$ cat config.mk
export PLATFORM = sky130hd
export DESIGN_NAME = controle_noite
export DESIGN_NICKNAME = d
export VERILOG_FILES = /design/src/rtl/controle_noite.sv
export SDC_FILE = /design/constraint.sdc
export NUM_CORES = 1
export LEC_CHECK = 0
export ABC_CLOCK_PERIOD_IN_PS = 1800
export BUFFER_PORTS_ARGS = -buffer_cell sky130_fd_sc_hd__buf_2
export CELL_PAD_IN_SITES_DETAIL_PLACEMENT = 0
export CELL_PAD_IN_SITES_GLOBAL_PLACEMENT = 1
export CORE_ASPECT_RATIO = 1.4
export CORE_UTILIZATION = 38
export CTS_BUF_LIST = sky130_fd_sc_hd__clkbuf_4 sky130_fd_sc_hd__clkbuf_8
export DETAILED_ROUTE_END_ITERATION = 8
export PLACE_DENSITY = 0.88
export SETUP_SLACK_MARGIN = 0.2
export SLEW_MARGIN = 15
export SYNTH_ARGS = -nofsm -noshare
export SYNTH_HDL_FRONTEND = slang
export SYNTH_SLANG_ARGS = --single-unit
$ cat constraint.sdc
create_clock -name clock -period 1.8 [get_ports clock]
set_clock_uncertainty 0.1 [all_clocks]
set_input_delay 0.09 -clock clock [delete_from_list [all_inputs] [get_ports clock]]
set_output_delay 0.09 -clock clock [all_outputs]
set_load 0.1 [all_outputs]
$ cat src/rtl/controle_noite.sv
// Night-phase sequencer: wolf, doctor and seer turns with per-turn timeout,
// then resolves whether the wolf's target died.
module controle_noite #(
    parameter int N_JOGADORES  = 8,
    parameter int TEMPO_LIMITE = 1000
) (
    input  logic                   clock,
    input  logic                   reset,
    input  logic                   inicia_noite,
    input  logic                   passa,
    input  logic [3:0]             voto,
    input  logic [N_JOGADORES-1:0] vivos,
    input  logic                   lobo_vivo,
    input  logic                   medico_vivo,
    input  logic                   vidente_vivo,
    output logic [1:0]             turno,
    output logic [3:0]             alvo_lobo,
    output logic [3:0]             alvo_medico,
    output logic [3:0]             alvo_vidente,
    output logic                   erro_voto,
    output logic                   morreu,
    output logic [3:0]             morto,
    output logic                   fim_noite,
    output logic [3:0]             db_estado
);

    localparam int TW = $clog2(TEMPO_LIMITE);
    localparam logic [TW-1:0] TMAX = TW'(TEMPO_LIMITE - 1);

    typedef enum logic [2:0] {
        OCIOSO        = 3'd0,
        TURNO_LOBO    = 3'd1,
        TURNO_MEDICO  = 3'd2,
        TURNO_VIDENTE = 3'd3,
        RESOLVE       = 3'd4,
        FIM           = 3'd5
    } estado_t;

    estado_t       estado_q;
    logic [TW-1:0] timer_q;
    logic [3:0]    alvo_lobo_q, alvo_medico_q, alvo_vidente_q, morto_q;
    logic          erro_q, morreu_q, fim_q;

    logic [15:0]   vivos_ext;
    logic          voto_valido, papel_vivo, em_turno, pula, aceita, esgotou, morte;
    estado_t       proximo_d;

    // The timer is only zero on the entry cycle, so it doubles as the entry flag for skipping.
    always_comb begin
        vivos_ext   = 16'(vivos);
        voto_valido = (32'(voto) < N_JOGADORES) && vivos_ext[voto];
        papel_vivo  = 1'b1;
        em_turno    = 1'b0;
        proximo_d   = OCIOSO;
        case (estado_q)
            TURNO_LOBO: begin
                papel_vivo = lobo_vivo;
                em_turno   = 1'b1;
                proximo_d  = TURNO_MEDICO;
            end
            TURNO_MEDICO: begin
                papel_vivo = medico_vivo;
                em_turno   = 1'b1;
                proximo_d  = TURNO_VIDENTE;
            end
            TURNO_VIDENTE: begin
                papel_vivo = vidente_vivo;
                em_turno   = 1'b1;
                proximo_d  = RESOLVE;
            end
            default: ;
        endcase
        pula    = em_turno && !papel_vivo && (timer_q == '0);
        aceita  = em_turno && !pula && passa && voto_valido;
        esgotou = timer_q == TMAX;
        morte   = (alvo_lobo_q != 4'hF) && (alvo_lobo_q != alvo_medico_q);
    end

    always_ff @(posedge clock or posedge reset) begin
        if (reset) begin
            estado_q       <= OCIOSO;
            timer_q        <= '0;
            alvo_lobo_q    <= 4'hF;
            alvo_medico_q  <= 4'hF;
            alvo_vidente_q <= 4'hF;
            morto_q        <= 4'hF;
            morreu_q       <= 1'b0;
            erro_q         <= 1'b0;
            fim_q          <= 1'b0;
        end else begin
            erro_q <= em_turno && !pula && passa && !voto_valido;
            fim_q  <= (estado_q == RESOLVE);
            case (estado_q)
                OCIOSO: begin
                    if (inicia_noite) begin
                        alvo_lobo_q    <= 4'hF;
                        alvo_medico_q  <= 4'hF;
                        alvo_vidente_q <= 4'hF;
                        morto_q        <= 4'hF;
                        morreu_q       <= 1'b0;
                        timer_q        <= '0;
                        estado_q       <= TURNO_LOBO;
                    end
                end
                TURNO_LOBO, TURNO_MEDICO, TURNO_VIDENTE: begin
                    if (pula || aceita || esgotou) begin
                        estado_q <= proximo_d;
                        timer_q  <= '0;
                        if (aceita) begin
                            case (estado_q)
                                TURNO_LOBO:    alvo_lobo_q    <= voto;
                                TURNO_MEDICO:  alvo_medico_q  <= voto;
                                default:       alvo_vidente_q <= voto;
                            endcase
                        end
                    end else begin
                        timer_q <= timer_q + TW'(1);
                    end
                end
                RESOLVE: begin
                    morreu_q <= morte;
                    morto_q  <= morte ? alvo_lobo_q : 4'hF;
                    estado_q <= FIM;
                end
                FIM:     estado_q <= OCIOSO;
                default: estado_q <= OCIOSO;
            endcase
        end
    end

    always_comb begin
        case (estado_q)
            OCIOSO, TURNO_LOBO, TURNO_MEDICO, TURNO_VIDENTE, RESOLVE, FIM:
                db_estado = {1'b0, estado_q};
            default: db_estado = 4'hF;
        endcase
        case (estado_q)
            TURNO_LOBO:    turno = 2'd1;
            TURNO_MEDICO:  turno = 2'd2;
            TURNO_VIDENTE: turno = 2'd3;
            default:       turno = 2'd0;
        endcase
    end

    assign alvo_lobo    = alvo_lobo_q;
    assign alvo_medico  = alvo_medico_q;
    assign alvo_vidente = alvo_vidente_q;
    assign erro_voto    = erro_q;
    assign morreu       = morreu_q;
    assign morto        = morto_q;
    assign fim_noite    = fim_q;

endmodule

Word level (Yosys, flattened, before mapping):

Index checks and enable logic that the tools add are counted.

* register bits: 32
* output and inout bits: 25
* input port bits: 19

* muxes and demuxes: 30
* equal/unequal tests: 14
* add/subtract/negate cells: 1
* order comparisons: 2
* reduce and logical (&&, ||, !) cells: 26

Operators with widths (count)
* $mux 4: 12
* $pmux 4 s2: 4
* $mux 10: 2
* $pmux 10 s2: 1
* $pmux 3 s3: 2
* $reduce_and 5->1: 3
* $add 10x1->10 const B: 1
* $eq 10x10->1 const B: 1
* $logic_not 10->1: 1
* $logic_and 1x1->1: 8
* $ne 2x1->1 const B: 4
* $eq 3x2->1 const B: 2
* $eq 3x3->1 const B: 2
* $mux 3: 2
* $pmux 2 s3: 1
* $reduce_and 2->1: 3
* $reduce_or 6->1: 1
* $lt 4x5->1 const B: 1
* $bmux 1 s4: 1
* $lt 4x4->1 const B: 1
* $ne 2x2->1 const B: 2
* $ne 4x4->1: 1
* $ne 4x4->1 const B: 1
* $reduce_bool 2->1: 2
* 9 further kinds: 14

Longest topological paths before layout:

Gate-level depths: netlist of the first run.

* word-level depth: 13
* mapped depth: 7
* mapped depth without buffers: 6

Worst setup path before layout of the first run:

Ideal clock, no wire load.

* path type: register to register
* from: register estado_q[0]
* to: register alvo_vidente_q[0], in the netlist alvo_vidente[0]
* stages on the path, launching flop included: 6
* setup slack: -1.160 ns
* arrival: 2.785 ns
* clock period less this slack: 2.960 ns
* setup time: 0.075 ns
* path buffers: 1
* cell sequence: dfrtp_1 buf_2 nor2b_1 nand2_1 nor3_4 mux2i_1

* longest elaborated chain between the ends: 13
* elaborated cells on any way between the ends: 24
* those cells by class: 7 x eq/ne; 3 x mux; 14 x reduce/logical

Ends and longest elaborated chain
* start: declaration: RTL line 39 `estado_t estado_q;`
* start signal: assignment: RTL line 107 `estado_q <= proximo_d;`
* $eq 3x2->1 (tied with other cells): RTL line 55, 93
* $pmux 1 s3 / $reduce_or 3->1 (equally long branches)
* $logic_not 1->1 / $mux 1 (equally long branches): RTL line 73, 55
* $logic_and 1x1->1 (2 in series): RTL line 73 `pula = em_turno && !papel_vivo && (timer_q == '0);`
* $logic_not 1->1: RTL line 74 `aceita = em_turno && !pula && passa && voto_valido;`
* $logic_and 1x1->1 (3 in series): RTL line 74
* $logic_or 1x1->1 (2 in series): RTL line 106 `if (pula || aceita || esgotou) begin`
* $ne 2x1->1 (no source line)
* $reduce_and 5->1 (no source line)
* end signal: assignment: RTL line 113 `default: alvo_vidente_q <= voto;`
* end: declaration: RTL line 41 `logic [3:0] alvo_lobo_q, alvo_medico_q, alvo_vidente_q, morto_q;`

Several ways; a longest one is shown, not always the timed one.
A chain may end at the register's enable or synchronous reset.

Final worst setup path of the first run:

* from: register estado_q[2]
* to: register timer_q[2]

* longest elaborated chain between the ends: 13
* elaborated cells on any way between the ends: 21
* those cells by class: 4 x eq/ne; 4 x mux; 13 x reduce/logical

Ends and longest elaborated chain
* $eq 3x2->1 / $eq 3x1->1 (equally long branches): RTL line 55, 93
* $pmux 1 s3 / $reduce_or 3->1 (equally long branches)
* $logic_not 1->1 / $mux 1 (equally long branches): RTL line 73, 55
* $logic_and 1x1->1 (2 in series): RTL line 73
* $logic_not 1->1: RTL line 74
* $logic_and 1x1->1 (3 in series): RTL line 74
* $logic_or 1x1->1 (2 in series): RTL line 106
* $mux 10: RTL line 106
* $pmux 10 s2: RTL line 93 `case (estado_q)`
* end signal: assignment: RTL line 117 `timer_q <= timer_q + TW'(1);`
* end: declaration: RTL line 40 `logic [TW-1:0] timer_q;`

Several ways; a longest one is shown, not always the timed one.

==> results of run 1 <==
[timing repair]
action / 4_1_cts / 5_1_grt
hold endpoints to repair: 17 / 0
hold buffers: 2 / 0
resized for setup: 61 / 51
setup endpoints to repair: 35 / 35
cloned: 0 / 1
pin swaps: 14 / 23
setup buffers: 9 / 13
[cell type report]
class / count / area (µm²) / area share
Clock buffer: 6 / 76.3 / 0.0228
Clock inverter: 2 / 35.0 / 0.0105
Inverter: 13 / 58.8 / 0.0176
Multi-Input combinational cell: 140 / 1430 / 0.428
Sequential cell: 32 / 853 / 0.255
Tap cell: 62 / 77.6 / 0.0232
Timing Repair Buffer: 101 / 813 / 0.243
[cell usage after synthesis, types with 2 or more instances]
| library cell | count | area, µm² |
|---|---|---|
| inv_1 | 13 | 48.8 |
| o2bb2ai_1 | 2 | 17.5 |
| o31ai_1 | 2 | 15.0 |
| buf_2 | 3 | 15.0 |
| dfstp_2 | 16 | 420 |
| or3_1 | 2 | 12.5 |
| nand3_1 | 6 | 30.0 |
| nand2b_1 | 2 | 12.5 |
| ha_1 | 2 | 25.0 |
| o41ai_1 | 5 | 43.8 |
| a21oi_1 | 13 | 65.1 |
| nand4_1 | 2 | 12.5 |
| nand2_1 | 5 | 18.8 |
| clkbuf_1 | 5 | 18.8 |
| mux2_2 | 3 | 33.8 |
| nor4_1 | 6 | 37.5 |
| or2_2 | 2 | 12.5 |
| o21ai_0 | 5 | 25.0 |
| and4_1 | 4 | 35.0 |
| o22a_1 | 4 | 35.0 |
| xnor2_1 | 2 | 17.5 |
| dfrtp_1 | 16 | 400 |
| buf_6 | 3 | 33.8 |
| nor3_1 | 13 | 65.1 |
| xor2_1 | 7 | 61.3 |
| nor2b_1 | 2 | 12.5 |
| a211oi_1 | 6 | 45.0 |
| a22o_1 | 2 | 17.5 |
| mux2i_1 | 5 | 50.1 |
| nor2_1 | 19 | 71.3 |
| and3_1 | 2 | 12.5 |
| and2_1 | 2 | 12.5 |
[worst max-delay path, stage by stage (launching register included)]
cell      delay [ps]
dfrtp_1          430
o21bai_4         200
a31o_4           250
o31ai_4          330
buf_4            190
o41ai_1           70
a22o_1           210
[cell families (layout without fill, tap and decap cells)]
| logic type | Yosys count | in the layout | synth area share |
|---|---|---|---|
| AO/OA/AOI/OAI | 50 | 50 | 0.195 |
| buffers and inverters | 24 | 122 | 0.0622 |
| XOR/XNOR | 9 | 9 | 0.0421 |
| AND/OR/NAND/NOR | 70 | 71 | 0.204 |
| flip-flops | 32 | 32 | 0.439 |
| adder cells (fa/ha/maj) | 2 | 2 | 0.0134 |
| multiplexers | 8 | 8 | 0.0448 |
[stage by stage]
stage | worst slack (ps) | TNS (ps) | std cells | hold WS, ps
5_1_grt | -135 | -1480 | 356 | 92.3
3_5_place_dp | -191 | -2290 | 323 | 92.4
6_report | -123 | -699 | 356 | 36.4
4_1_cts | -49.1 | -168 | 342 | 35.1
3_3_place_gp | -155 | -1520 | 323 | 86.7
2_1_floorplan | -41.9 | -359 | 195 | 94.3
[routing by layer]
metal | vias up | global-route usage | wire, µm
li1 | 920 | - | -
met1 | 994 | 0.244 | 2320
met2 | 66 | 0.420 | 3590
met3 | 24 | 0.0549 | 258
met4 | 0 | 0.0992 | 291
met5 | - | 0 | 0
[cells in the final DEF (no fill, tap or decap), types with 7 or more instances in the layout]
cell     netlist  final
a21oi_1       13      7
buf_2          3     37
buf_4          0     40
buf_6          3     12
dfrtp_1       16     14
dfstp_2       16      8
dfstp_4        0      8
inv_1         13     11
nor2_1        19     12
nor3_2         1      9
[sequential cells by signal, summed over array words and instances, names as in the netlist]
register and flops:
erro_voto 1, morto 4, alvo_medico 4, timer_q 10
alvo_vidente 4, estado_q 3, alvo_lobo 4, morreu 1
fim_noite 1
[path summary, 6_finish.rpt]
kind	to	slack [ps]	cells after the start
max	timer_q[2]	-120	6
max in group asynchronous	alvo_vidente[2]	940	4
min	alvo_lobo[3]	40	3
max reg2reg	timer_q[2]	-120	6
min in group asynchronous	morreu	310	4
min reg2reg	alvo_vidente[3]	390	2
==> flow_metrics.py, run 1 <==
metrics = {
    "run_status": {
        "status": "complete, but fails checks",
        "violations": "negative setup slack",
    },
    "placement": {
        "gp_congestion": 0.889,
        "dpl_cell_area_um2": 2490,
        "portBuffers": 43,
        "hpwl_um": 3630,
    },
    "global_routing": {
        "antenna_found_initial": 0,
        "grt_pass1_vias": 1900,
        "grt_max_degree": 33,
        "grt.total_usage": 0.232,
        "grt-ovfl-total": 0,
        "grt_pass1_wl_um": 8840,
    },
    "synthesis": {
        "ys_seq_area_frac": 0.439,
        "postSynthAreaPerCell_um2": 9.59,
        "synthesis.nets": 216,
        "synth_edf_count": 0,
        "synth_area_um2": 1870,
        "synthesis.instances": 195,
        "synthArstFlopShare": 1.00,
        "ys.flop_type": "dfstp_2",
        "ys_ff_latch": 32,
        "ys.warnings.count": 0,
        "synthDistinctLibCells": 46,
    },
    "critical_path": {
        "cp.required_ps": 1870,
        "start_kind": "flop",
        "worstPathArrival_ps": 1990,
        "endpoint_kind": "flop",
        "worstReg2RegStart": "estado_q[2]",
        "path_class": "reg -> reg",
        "worstPathMaxFanout": 5,
        "startpoint": "estado_q[2]",
    },
    "cts": {
        "cts_root_buffer": "clkbuf_8",
        "clock_latency_ps": 290,
        "cts_max_path_buffers": 2,
        "cts-htree-levels": 2,
        "cts_sinks": 32,
        "clk_pin_slew_worst_paths_ps": 80,
        "cts_made_buffers": 5,
        "cts_tree": "yes",
    },
    "finish": {
        "drive_gt1_frac": 0.680,
        "syn2layout_area_growth_pct": 78.8,
        "diodes": 0,
        "nets": 314,
        "fin_area_um2": 3340,
        "fin_util": 0.720,
        "fillers": 319,
    },
    "sta": {
        "worst_pin_slew_ps": 514,
        "min_period_over_period": 1.07,
        "relSlewSlack": 0.655,
        "drv_slew": 0,
        "rsz0062_at_grt": "true",
        "fmax_ghz": 0.520,
        "hold_viol": 0,
        "setup_ws_ps": -123,
        "period_minus_slack_ps": 1920,
        "setup_viol": 13,
    },
    "die": {
        "rows": 29,
        "start_util": 0.403,
        "top_level_ports": 44,
        "dieArea_um2": 5210,
        "die_y_um": 85.0,
        "die_width_um": 61.3,
        "design.core.area_um2": 4640,
    },
    "route": {
        "via_per_inst": 5.63,
        "wl_per_cell_um": 18.2,
        "antenna_left": 0,
        "totalWireLength_um": 6470,
        "drc_errors": 0,
        "routed-via-count": 2004,
        "initialDrtViolationCount": 84,
        "first_pass_iters": 4,
    },
    "hold_path": {
        "holdCritStartpoint": "inicia_noite",
        "hp-class": "in -> reg",
    },
    "job": {
        "maxCapViolCount": 0,
    },
}
Power of run 1 is left out: the tool's default activity adds up to more than one toggle a clock period on the data nets, which glitch-free logic cannot reach.
==> inputs of run 2 (changes only) <==
Settings changed: CORE_UTILIZATION 38 to 36, CTS_BUF_LIST sky130_fd_sc_hd__clkbuf_4 sky130_fd_sc_hd__clkbuf_8 to sky130_fd_sc_hd__clkbuf_16, GPL_ROUTABILITY_DRIVEN set to 0, PLACE_DENSITY 0.88 to 0.85.
==> run 2 against run 1 <==
- the flow still finishes with violations (negative setup slack)
- sequential share of layout area rose by 2.6 points
- register-to-register slack improved by 70 ps
- cell area decreased by 9.2%
- setup slack better by 65 ps
- highest routed layer unchanged
- die area rose by 5.4%
- largest cell class unchanged
- global-route usage shrank 1.8 points
- maximum frequency up 3.5%
- final cell count shrank 1.1%
- first-iteration DRC count is 19% higher
- count of clock-buffer cells in the layout decreased by 1
- critical endpoint is now estado_q[0]
- core utilization decreased by 10 points
==> flow_metrics.py, run 2 (same netlist as run 1, synthesis figures left out) <==
metrics = {
    "route": {
        "routed-via-count": 1951,
        "initialDrtViolationCount": 100,
        "via_per_inst": 5.54,
        "drc_errors": 0,
        "totalWireLength_um": 5610,
        "antenna_left": 0,
        "first_pass_iters": 4,
        "wl_per_cell_um": 15.9,
    },
    "critical_path": {
        "critPathMaxStageDelay_ps": 390,
        "reg2reg_slack_ps": -60,
        "worstPathMaxFanout": 5,
        "worstReg2RegStart": "estado_q[2]",
        "slowest_stage": "dfrtp_1",
        "crit_chain": "o21bai_4, a31o_2, o31a_1, nand3_4, mux2_4",
        "endpoint_kind": "flop",
        "start_kind": "flop",
        "crit_end": "estado_q[0]",
        "cp.required_ps": 1860,
        "path_class": "reg -> reg",
        "worstPathArrival_ps": 1920,
        "reg2reg_to": "estado_q[0]",
        "r2r_cells": 5,
        "startpoint": "estado_q[2]",
    },
    "sta": {
        "rsz0062_at_grt": "true",
        "setup_ws_ps": -57.6,
        "period_minus_slack_ps": 1860,
        "hold_viol": 0,
        "setup_tns_ps": -103,
        "fmax_ghz": 0.538,
        "setup_viol": 5,
        "min_period_over_period": 1.03,
        "drv_slew": 0,
        "relSlewSlack": 0.669,
        "worst_pin_slew_ps": 500,
    },
    "hold_path": {
        "hp-class": "in -> reg",
    },
    "cts": {
        "clk_pin_slew_worst_paths_ps": 50,
        "cts_sinks": 32,
        "clock_latency_ps": 280,
        "cts_tree": "yes",
        "cts_root_buffer": "clkbuf_16",
        "cts-htree-levels": 2,
        "cts_made_buffers": 5,
        "cts_max_path_buffers": 2,
    },
    "placement": {
        "hpwl_um": 3830,
        "portBuffers": 43,
        "place_inst": 327,
    },
    "finish": {
        "drive_gt1_frac": 0.566,
        "diodes": 0,
        "fin_util": 0.618,
        "layout_commonest_cell": "buf_4",
        "regMostFlops": "timer_q",
        "syn2layout_area_growth_pct": 62.3,
        "layout_common_cells": "buf_4, buf_2, nor2_1, dfrtp_1, a21oi_1",
        "layout.cells.non_filler": 352,
        "nets": 308,
        "fillers": 397,
        "largest_register_ffs": 10,
    },
    "global_routing": {
        "grt-ovfl-total": 0,
        "grt.total_usage": 0.214,
        "grt_max_degree": 33,
        "grt_pass1_vias": 1952,
        "antenna_found_initial": 0,
        "grt_pass1_wl_um": 8940,
    },
    "run_status": {
        "violations": "negative setup slack",
        "status": "complete, but fails checks",
    },
    "die": {
        "start_util": 0.380,
        "dieArea_um2": 5490,
        "rows": 30,
        "top_level_ports": 44,
        "die_width_um": 62.9,
        "die_y_um": 87.3,
        "design.core.area_um2": 4920,
    },
    "job": {
        "maxCapViolCount": 0,
    },
}
-- run 2: cell type report --
cell class	count	area (µm²)	share of cell area
Clock inverter	3	37.5	0.0124
Timing Repair Buffer	95	699	0.230
Inverter	13	48.8	0.0161
Clock buffer	5	125	0.0412
Sequential cell	32	853	0.281
Tap cell	64	80.1	0.0264
Multi-Input combinational cell	140	1190	0.393
-- run 2: worst min-delay path by stage --
| stage | end | slack (ps) | cells after the start | start |
|---|---|---|---|---|
| 4_1_cts | alvo_vidente[3] | 50 | 3 | inicia_noite |
| 2_1_floorplan | erro_voto | 90 | 1 | reset |
| 3_5_place_dp | estado_q[0] | 100 | 3 | reset |
| 6_report | alvo_vidente[3] | 50 | 3 | inicia_noite |
| 5_1_grt | alvo_vidente[3] | 80 | 3 | inicia_noite |
| 3_3_place_gp | morreu | 90 | 3 | reset |
-- run 2: per-layer routing --
metal | up-vias | share of wire | track usage | routed length (µm)
met4 | 0 | 0.029 | 0.104 | 163
met5 | - | 0 | 0 | 0
met3 | 16 | 0.038 | 0.0458 | 212
met1 | 965 | 0.37 | 0.219 | 2060
met2 | 61 | 0.57 | 0.409 | 3170
li1 | 909 | - | - | -
-- run 2: what timing repair did --
action                                 in CTS  in global routing
pin swaps                                   9                 14
buffers inserted                           10                  3
endpoints found under the hold margin      17                  0
hold buffers                                2                  0
setup endpoints to repair                  35                 33
gates resized for setup                    31                 20
gates cloned                                1                  1
-- run 2: worst max-delay path, delay by kind of cell (launching register included) --
family	cells	cell delay (ps)
compound gates	3	850
flops	1	390
mux	1	290
simple gates	1	100
-- run 2: through the flow --
step	hold slack (ps)	instance area, µm²	worst slack (ps)
after floorplan	94.3	1960	-41.9
after global placement	91.0	2500	-114
after detailed placement	95.1	2500	-222
after CTS	45.6	2910	-40.8
after global routing	77.1	3040	-127
final	52.5	3040	-57.6
Power of run 2 is left out for the same reason.
==> inputs of run 3 (changes only) <==
--- a/constraint.sdc
+++ b/constraint.sdc
@@ -4,2 +4,2 @@
 set_output_delay 0.09 -clock clock [all_outputs]
-set_load 0.1 [all_outputs]
+set_load 0.005 [all_outputs]
==> run 3 against run 2 <==
- the flow still finishes with violations (negative setup slack)
- register-to-register slack worse by 30 ps
- first-iteration DRC count is 15% lower
- wire length is 0.53% lower
- flip-flop and latch count stayed put
- setup slack worse by 29 ps
- cell area is 1.6% lower
- non-clock buffer count is 7 higher
- critical endpoint unchanged
- largest cell class unchanged
==> flow_metrics.py, run 3 (same netlist as run 1, synthesis figures left out) <==
metrics = {
    "run_status": {
        "status": "complete, but fails checks",
        "violations": "negative setup slack",
    },
    "route": {
        "drc_errors": 0,
        "initialDrtViolationCount": 85,
        "first_pass_iters": 4,
        "antenna_left": 0,
        "via_per_inst": 5.27,
        "totalWireLength_um": 5580,
        "wl_per_cell_um": 15.6,
        "routed-via-count": 1887,
    },
    "finish": {
        "largest_register_ffs": 10,
        "diodes": 0,
        "regMostFlops": "timer_q",
        "layout.cells.non_filler": 358,
        "nets": 314,
        "drive_gt1_frac": 0.578,
        "fin_util": 0.607,
        "syn2layout_area_growth_pct": 59.7,
        "layout_common_cells": "buf_4, buf_2, dfstp_2",
        "layout_commonest_cell": "buf_4",
        "fillers": 404,
    },
    "critical_path": {
        "start_kind": "flop",
        "worstPathMaxFanout": 4,
        "worstReg2RegStart": "timer_q[6]",
        "reg2reg_to": "estado_q[0]",
        "endpoint_kind": "flop",
        "r2r_cells": 5,
        "reg2reg_slack_ps": -90,
        "worstPathArrival_ps": 1950,
        "cp.required_ps": 1860,
        "path_class": "reg -> reg",
        "startpoint": "timer_q[6]",
        "crit_end": "estado_q[0]",
    },
    "global_routing": {
        "grt_use_met3": 0.0471,
        "antenna_found_initial": 0,
        "grt_pass1_wl_um": 9130,
        "grt-ovfl-total": 0,
        "busiest_layer": "met2",
        "gr-usage-met1": 0.230,
        "grt.total_usage": 0.216,
        "grt_max_degree": 33,
        "grtUsageMet2": 0.404,
        "grt_pass1_vias": 1886,
    },
    "power": {
        "combPwrFrac": 0.603,
        "p_sw_mw": 2.14,
        "p_sw_frac": 0.399,
        "p_leak_nw": 1.35,
        "power.internal_mw": 3.23,
        "clock_power_share": 0.151,
        "pwr-share-seq": 0.246,
        "power.density_nw_per_um2": 1800,
        "ir_drop_uv": 647,
    },
    "sta": {
        "min_period_over_period": 1.05,
        "setup_ws_ps": -86.2,
        "hold_viol": 0,
        "rsz0062_at_grt": "true",
        "drv_slew": 0,
        "setup_viol": 16,
        "period_minus_slack_ps": 1890,
        "fmax_ghz": 0.530,
        "relSlewSlack": 0.676,
        "worst_pin_slew_ps": 482,
    },
    "placement": {
        "portBuffers": 43,
        "hpwl_um": 3790,
        "preCtsSetupSlack_ps": -106,
        "place_inst": 331,
    },
    "die": {
        "start_util": 0.380,
        "top_level_ports": 44,
        "die_y_um": 87.3,
        "design.core.area_um2": 4920,
        "die_width_um": 62.9,
        "dieArea_um2": 5490,
        "rows": 30,
    },
    "cts": {
        "cts_made_buffers": 5,
        "cts_sinks": 32,
        "cts_tree": "yes",
        "clk_pin_slew_worst_paths_ps": 50,
        "cts_root_buffer": "clkbuf_16",
        "cts-htree-levels": 2,
        "clock_latency_ps": 280,
        "cts_max_path_buffers": 2,
    },
    "job": {
        "maxCapViolCount": 0,
    },
    "hold_path": {
        "hp-class": "in -> reg",
    },
}
[run 3: changes by cell type in the layout (fill, tap and decap cells not counted), moves of 3 or more]
| cell | before | now |
|---|---|---|
| buf_12 | 4 | 1 |
| buf_2 | 38 | 41 |
| buf_6 | 5 | 12 |
| dfstp_2 | 8 | 16 |
| dfstp_4 | 8 | 0 |
| o41ai_1 | 4 | 1 |
| o41ai_2 | 0 | 3 |
[run 3: repair_timing]
| item | 4_1_cts | 5_1_grt |
|---|---|---|
| setup endpoints to repair | 32 | 33 |
| hold buffers | 2 | 0 |
| pin swaps | 10 | 7 |
| gates resized for setup | 34 | 22 |
| setup buffers | 10 | 7 |
| hold endpoints to repair | 17 | 0 |
[run 3: worst min-delay path by stage]
stage,depth (start not counted),end,slack (ps),start
global placement,3,estado_q[1],90,reset
floorplan,1,erro_voto,90,reset
CTS,3,alvo_vidente[3],60,inicia_noite
finish,3,alvo_vidente[3],50,inicia_noite
global route,3,alvo_vidente[3],90,inicia_noite
detailed placement,3,estado_q[0],100,reset
[run 3: metrics by stage]
| stage | power [mW] | hold slack (ps) | setup TNS (ps) | area (µm²) |
|---|---|---|---|---|
| global placement | 3.61 | 89.0 | -654 | 2430 |
| CTS | 4.98 | 55.9 | 0 | 2820 |
| finish | 5.37 | 55.0 | -566 | 2990 |
| floorplan | 2.62 | 94.3 | -170 | 1910 |
| global route | 5.74 | 90.9 | -3880 | 2990 |
| detailed placement | 3.65 | 97.3 | -1110 | 2430 |
[run 3: metal layers]
metal  up-vias  wire, µm
li1        917         -
met5         -         0
met4         0       160
met1       902      2100
met3        16       180
met2        52      3140
[run 3: cell type report]
| class | instances | area [µm²] | area share |
|---|---|---|---|
| repair buffers | 102 | 726 | 0.243 |
| multi-input cells | 139 | 1160 | 0.389 |
| inverters | 13 | 51.3 | 0.0172 |
| flip-flops and latches | 32 | 823 | 0.276 |
| clock inverters | 3 | 18.8 | 0.00628 |
| clock buffers | 5 | 125 | 0.0419 |
| well taps | 64 | 80.1 | 0.0268 |
[run 3: power groups by stage]
stage                     logic (mW)  registers [mW]  clock network, mW
after detailed placement        2.34            1.31                  0
after floorplan                 1.33            1.29                  0
final                           3.24            1.32              0.811
after global placement          2.31            1.30                  0
after CTS                       2.85            1.31              0.823
after global routing            3.52            1.35              0.866
[run 3: critical path, cell delays in order (launching register included)]
cell	delay, ps
dfrtp_1	410
nor4_4	340
nand3_2	170
o31a_1	330
nand3_4	120
mux2_4	290
Note: power is estimated with default switching activity, not from simulation.
